**config.mk**
```make
export PLATFORM = sky130hd
export DESIGN_NAME = ifu_fetch
export DESIGN_NICKNAME = d
export VERILOG_FILES = /design/src/rtl/ifu_fetch.sv
export SDC_FILE = /design/constraint.sdc
export NUM_CORES = 1
export LEC_CHECK = 0
export CAP_MARGIN = 20
export CELL_PAD_IN_SITES_DETAIL_PLACEMENT = 1
export CELL_PAD_IN_SITES_GLOBAL_PLACEMENT = 1
export CORE_UTILIZATION = 36
export CTS_BUF_LIST = sky130_fd_sc_hd__clkbuf_8
export DETAILED_ROUTE_END_ITERATION = 12
export PLACE_DENSITY = 0.86
export SLEW_MARGIN = 20
export SYNTH_ARGS = -nofsm -noshare
export SYNTH_HDL_FRONTEND = slang
export SYNTH_SLANG_ARGS = --single-unit
export TNS_END_PERCENT = 20
```
**constraint.sdc**
```tcl
create_clock -name clk -period 8.45 [get_ports clk]
set_clock_uncertainty 0.1 [all_clocks]
set_input_delay 1.69 -clock clk [delete_from_list [all_inputs] [get_ports clk]]
set_output_delay 1.69 -clock clk [all_outputs]
set_load 0.05 [all_outputs]
```
**src/rtl/ifu_fetch.sv**
```systemverilog
// Instruction fetch unit: holds the architectural PC, performs one
// valid/ready address/data read per instruction and hands the result to
// decode. It never advances the PC itself; every next PC arrives on npc.
//
// state    | meaning
// ---------+---------------------------------------------------------------
// IDLE     | one-cycle pause after reset before the first request
// REQ      | arvalid high, araddr = pc, waiting for arready
// RESP     | rready high, waiting for rvalid
// DELIVER  | inst_valid high, result held until inst_ready
// WAIT_NPC | waiting for npc_valid; misaligned npc faults without a fetch
module ifu_fetch #(
    parameter int unsigned        XLEN     = 32,
    parameter logic [XLEN-1:0]    RESET_PC = 32'h8000_0000
) (
    input  logic            clk,
    input  logic            rst,
    output logic [XLEN-1:0] araddr,
    output logic            arvalid,
    input  logic            arready,
    input  logic [31:0]     rdata,
    input  logic [1:0]      rresp,
    input  logic            rvalid,
    output logic            rready,
    output logic [31:0]     inst,
    output logic [XLEN-1:0] inst_pc,
    output logic            inst_fault,
    output logic            inst_valid,
    input  logic            inst_ready,
    input  logic [XLEN-1:0] npc,
    input  logic            npc_valid
);

    typedef enum logic [2:0] {
        IDLE     = 3'd0,
        REQ      = 3'd1,
        RESP     = 3'd2,
        DELIVER  = 3'd3,
        WAIT_NPC = 3'd4
    } state_t;

    state_t          state_q;
    logic [XLEN-1:0] pc_q;
    logic [31:0]     inst_q;
    logic [XLEN-1:0] inst_pc_q;
    logic            inst_fault_q;
    logic            arvalid_q;
    logic            rready_q;
    logic            inst_valid_q;

    logic [31:0]     inst_d;
    logic            inst_fault_d;
    logic            npc_aligned;

    // Response decode: an error response discards the returned word.
    always_comb begin
        inst_fault_d = (rresp != 2'b00);
        inst_d       = inst_fault_d ? 32'h0000_0000 : rdata;
        npc_aligned  = (npc[1:0] == 2'b00);
    end

    // Fetch sequencer; every bus and decode-side output is a register.
    always_ff @(posedge clk or posedge rst) begin
        if (rst) begin
            state_q      <= IDLE;
            pc_q         <= RESET_PC;
            inst_q       <= 32'h0000_0000;
            inst_pc_q    <= '0;
            inst_fault_q <= 1'b0;
            arvalid_q    <= 1'b0;
            rready_q     <= 1'b0;
            inst_valid_q <= 1'b0;
        end else begin
            case (state_q)
                IDLE: begin
                    state_q   <= REQ;
                    arvalid_q <= 1'b1;
                end
                REQ: begin
                    if (arready) begin
                        state_q   <= RESP;
                        arvalid_q <= 1'b0;
                        rready_q  <= 1'b1;
                    end
                end
                RESP: begin
                    if (rvalid) begin
                        state_q      <= DELIVER;
                        rready_q     <= 1'b0;
                        inst_q       <= inst_d;
                        inst_pc_q    <= pc_q;
                        inst_fault_q <= inst_fault_d;
                        inst_valid_q <= 1'b1;
                    end
                end
                DELIVER: begin
                    if (inst_ready) begin
                        state_q      <= WAIT_NPC;
                        inst_valid_q <= 1'b0;
                    end
                end
                WAIT_NPC: begin
                    if (npc_valid) begin
                        pc_q <= npc;
                        if (npc_aligned) begin
                            state_q   <= REQ;
                            arvalid_q <= 1'b1;
                        end else begin
                            // Misaligned target: report the fault directly,
                            // the bus is never touched.
                            state_q      <= DELIVER;
                            inst_q       <= 32'h0000_0000;
                            inst_pc_q    <= npc;
                            inst_fault_q <= 1'b1;
                            inst_valid_q <= 1'b1;
                        end
                    end
                end
                default: begin
                    state_q      <= IDLE;
                    arvalid_q    <= 1'b0;
                    rready_q     <= 1'b0;
                    inst_valid_q <= 1'b0;
                end
            endcase
        end
    end

    assign araddr     = pc_q;
    assign arvalid    = arvalid_q;
    assign rready     = rready_q;
    assign inst       = inst_q;
    assign inst_pc    = inst_pc_q;
    assign inst_fault = inst_fault_q;
    assign inst_valid = inst_valid_q;

endmodule
```
==> impl_metrics.csv <==
group,metric,value,unit
outcome,status,"complete, but fails checks",
outcome,violations,"DRC",
yosys,synth_async_sr_flop_share,1.000,
global_route,grt_max_degree,72,
finish,drive_gt1_frac,0.1101,
power,p_sw_frac,0.5042,
yosys,synth_edf_count,0,
yosys,yosysTopAreaCellShare,0.5832,
placement,placed_area,0.006147,mm2
yosys,synth.most_common_cell,"dfrtp_1",
worst_setup_path,cp.required,8.64,ns
clocking,clockBufferDepth,2,
global_route,grt.total_usage,0.1974,
drt,drt_first_pass_iters,8,
yosys,yosysSeqAreaShare,0.5892,
clocking,cts_sinks,103,
yosys,synthFlopType,"dfrtp_1",
finish,area_delta_synth_final,45.48,%
min_path,hp-class,"reg2reg",
floorplanning,rows,39,
sta,setup_violations,0,
floorplanning,num_io_pins,172,
clocking,cts_tree,"built",
drt,drt_drc_violations_left,11,
yosys,syn-num-nets,470,
floorplanning,start_util,0.3769,
clocking,clk_root_buffer_cell,"clkbuf_8",
yosys,synth_cells,398,
finish,design_area,0.006367,mm2
sta,min_period,4.176,ns
flow_run,max_cap_violations,0,
power,p_clk_frac,0.104,
power,intPower,0.001422,W
placement,gp_congestion,0.7193,
yosys,synthTopCellsByCount,"dfrtp_1 (102), nand2_1 (99), o21ai_1 (64)",
clocking,path_clk_slew,0.09,ns
sta,max_freq,239.5,MHz
power,power_density,450.3,mW/mm2
clocking,cts-htree-levels,3,
yosys,syn_avg_cell_area,11.00,um2
yosys,synth_area_leaders,"dfrtp_1 (58%), nand2_1 (8.5%), mux2_2 (8.2%), mux2i_1 (7.5%), o21ai_1 (7.3%)",
power,power_switching,0.001446,W
floorplanning,die_w,112.3,um
drt,routed_wirelength,12070,um
sta,tightest_slew,1.045,ns
worst_setup_path,arrival,4.37,ns
floorplanning,fp.dieH,112.3,um
clocking,clock_latency,0.36,ns
placement,dp_hpwl,8580,um
sta,max-slew-margin-rel,0.3035,
clocking,post_cts_resized,0,
yosys,synth_warnings,0,
sta,slew_violations,0,
worst_setup_path,end_kind,"flip-flop",
yosys,ys_ff_latch,103,
power,comb_power_share,0.585,
drt,avgRoutedWirePerCell,17.09,um
clocking,numCtsBuffers,9,
yosys,synth_area,0.004377,mm2
worst_setup_path,crit_type,"in2reg",
sta,finalSetupTns,0,ns
sta,hold_violations,0,
finish,antenna_cells,0,
drt,vias_per_cell,4.986,
global_route,antenna_found_initial,0,
placement,portBuffers,171,
drt,drt_iter0_drc,150,
sta,rsz0062_at_grt,"false",
drt,antenna_left,0,
clocking,cts_post_setup_buffers_inserted,0,
yosys,synth_top_cell_by_area,"dfrtp_1",
floorplanning,dieArea,0.01260,mm2
finish,nets,630,
global_route,grt_pass1_wl,19360,um
power,power_leakage,2.641,nW
global_route,globalRouteOverflowTotal,0,
sta,finalCritPeriodShare,0.4942,
power,pwr-share-seq,0.311,
global_route,grt_pass1_vias,3779,
floorplanning,core,0.01161,mm2
drt,routed-via-count,3520,
yosys,ys_types,29,
clocking,holdBufCountCts,0,
finish,fillers,1282,
power,vdd_drop_max,0.2203,mV
worst_setup_path,cp-start-kind,"input port",
worst_setup_path,critical_path.max_fanout,71,
stage by stage:
step	hold slack, ns	setup slack [ns]	util	power [W]	cells
6_report	0.3980	4.274	0.5483	0.002868	706
3_3_place_gp	0.3663	3.955	0.5293	0.002533	688
4_1_cts	0.4053	4.255	0.5460	0.002900	704
2_1_floorplan	0.4758	3.958	-	0.001988	398
3_5_place_dp	0.3818	3.848	0.5293	0.002591	688
5_1_grt	0.4282	4.008	0.5483	0.003011	706
worst max-delay path: stages:
cell             delay (ns)
clkdlybuf4s50_1        0.45
nor2_1                 0.31
o32a_2                 0.93
buf_4                  0.69
nand2_1                0.14
o21ai_1                0.12
worst paths after layout:
kind | cells after the start | from | to | slack, ns
worst min-delay path | 2 | inst_pc[24] | inst_pc[24] | 0.40
worst max register to register | 5 | state_q[1] | inst[13] | 5.64
max in group asynchronous | 3 | rst | araddr[15] | 5.43
min in group asynchronous | 2 | rst | inst[1] | 1.64
worst min register to register | 2 | inst_pc[24] | inst_pc[24] | 0.40
worst max-delay path | 6 | npc[0] | inst[13] | 4.27
metal layers:
| layer | GRT usage | wire length, um | vias to the layer above |
|---|---|---|---|
| met5 | 0 | 0 | - |
| met2 | 0.3528 | 6129 | 110 |
| met3 | 0.06263 | 741 | 15 |
| met4 | 0.05867 | 211 | 0 |
| li1 | - | - | 1660 |
| met1 | 0.2259 | 4984 | 1735 |
power by group through the flow:
stage | clock network (W) | logic (W) | registers [W]
2_1_floorplan | 0 | 0.000365 | 0.00162
3_3_place_gp | 0 | 0.00165 | 0.000884
3_5_place_dp | 0 | 0.00169 | 0.000901
4_1_cts | 0.000311 | 0.00169 | 0.000895
5_1_grt | 0.000328 | 0.00176 | 0.000926
6_report | 0.000298 | 0.00168 | 0.000892
final cells by class:
cell class,instances,area (um2),area share
Sequential cell,103,2579,0.4050
Timing Repair Buffer,177,1768,0.2777
Multi-Input combinational cell,263,1630,0.2560
Tap cell,143,178.9,0.02810
Clock buffer,12,165.2,0.02594
Clock inverter,4,28.78,0.004520
Inverter,4,17.52,0.002751
sequential cells by signal, indices dropped and copies added, names as in the netlist:
name,flops
araddr,32
inst,32
inst_pc,32
state_q,3
arvalid,1
inst_fault,1
inst_valid,1
rready,1
placed cells by master (no fill, tap or decap), types with 2 or more instances in the layout:
master / netlist / routed
clkdlybuf4s50_1: 0 / 171
dfrtp_1: 102 / 102
nand2_1: 99 / 99
o21ai_1: 64 / 64
mux2i_1: 33 / 33
mux2_2: 32 / 32
clkbuf_8: 0 / 12
o21ai_0: 6 / 6
nor2_1: 4 / 4
buf_4: 6 / 4
nor3_1: 3 / 3
a21oi_1: 3 / 3
nor2b_1: 3 / 3
a21o_1: 3 / 3
inv_1: 3 / 2
nand2b_1: 2 / 2
nor3b_1: 2 / 2
clkinvlp_4: 0 / 2
logic make-up after synthesis:
group | Yosys count | share of synthesized area
compound gates | 80 | 0.09634
buf+inv | 32 | 0.04117
flops | 103 | 0.5892
mux | 65 | 0.1578
simple gates | 118 | 0.1155
Note: power is estimated with default switching activity, not from simulation.
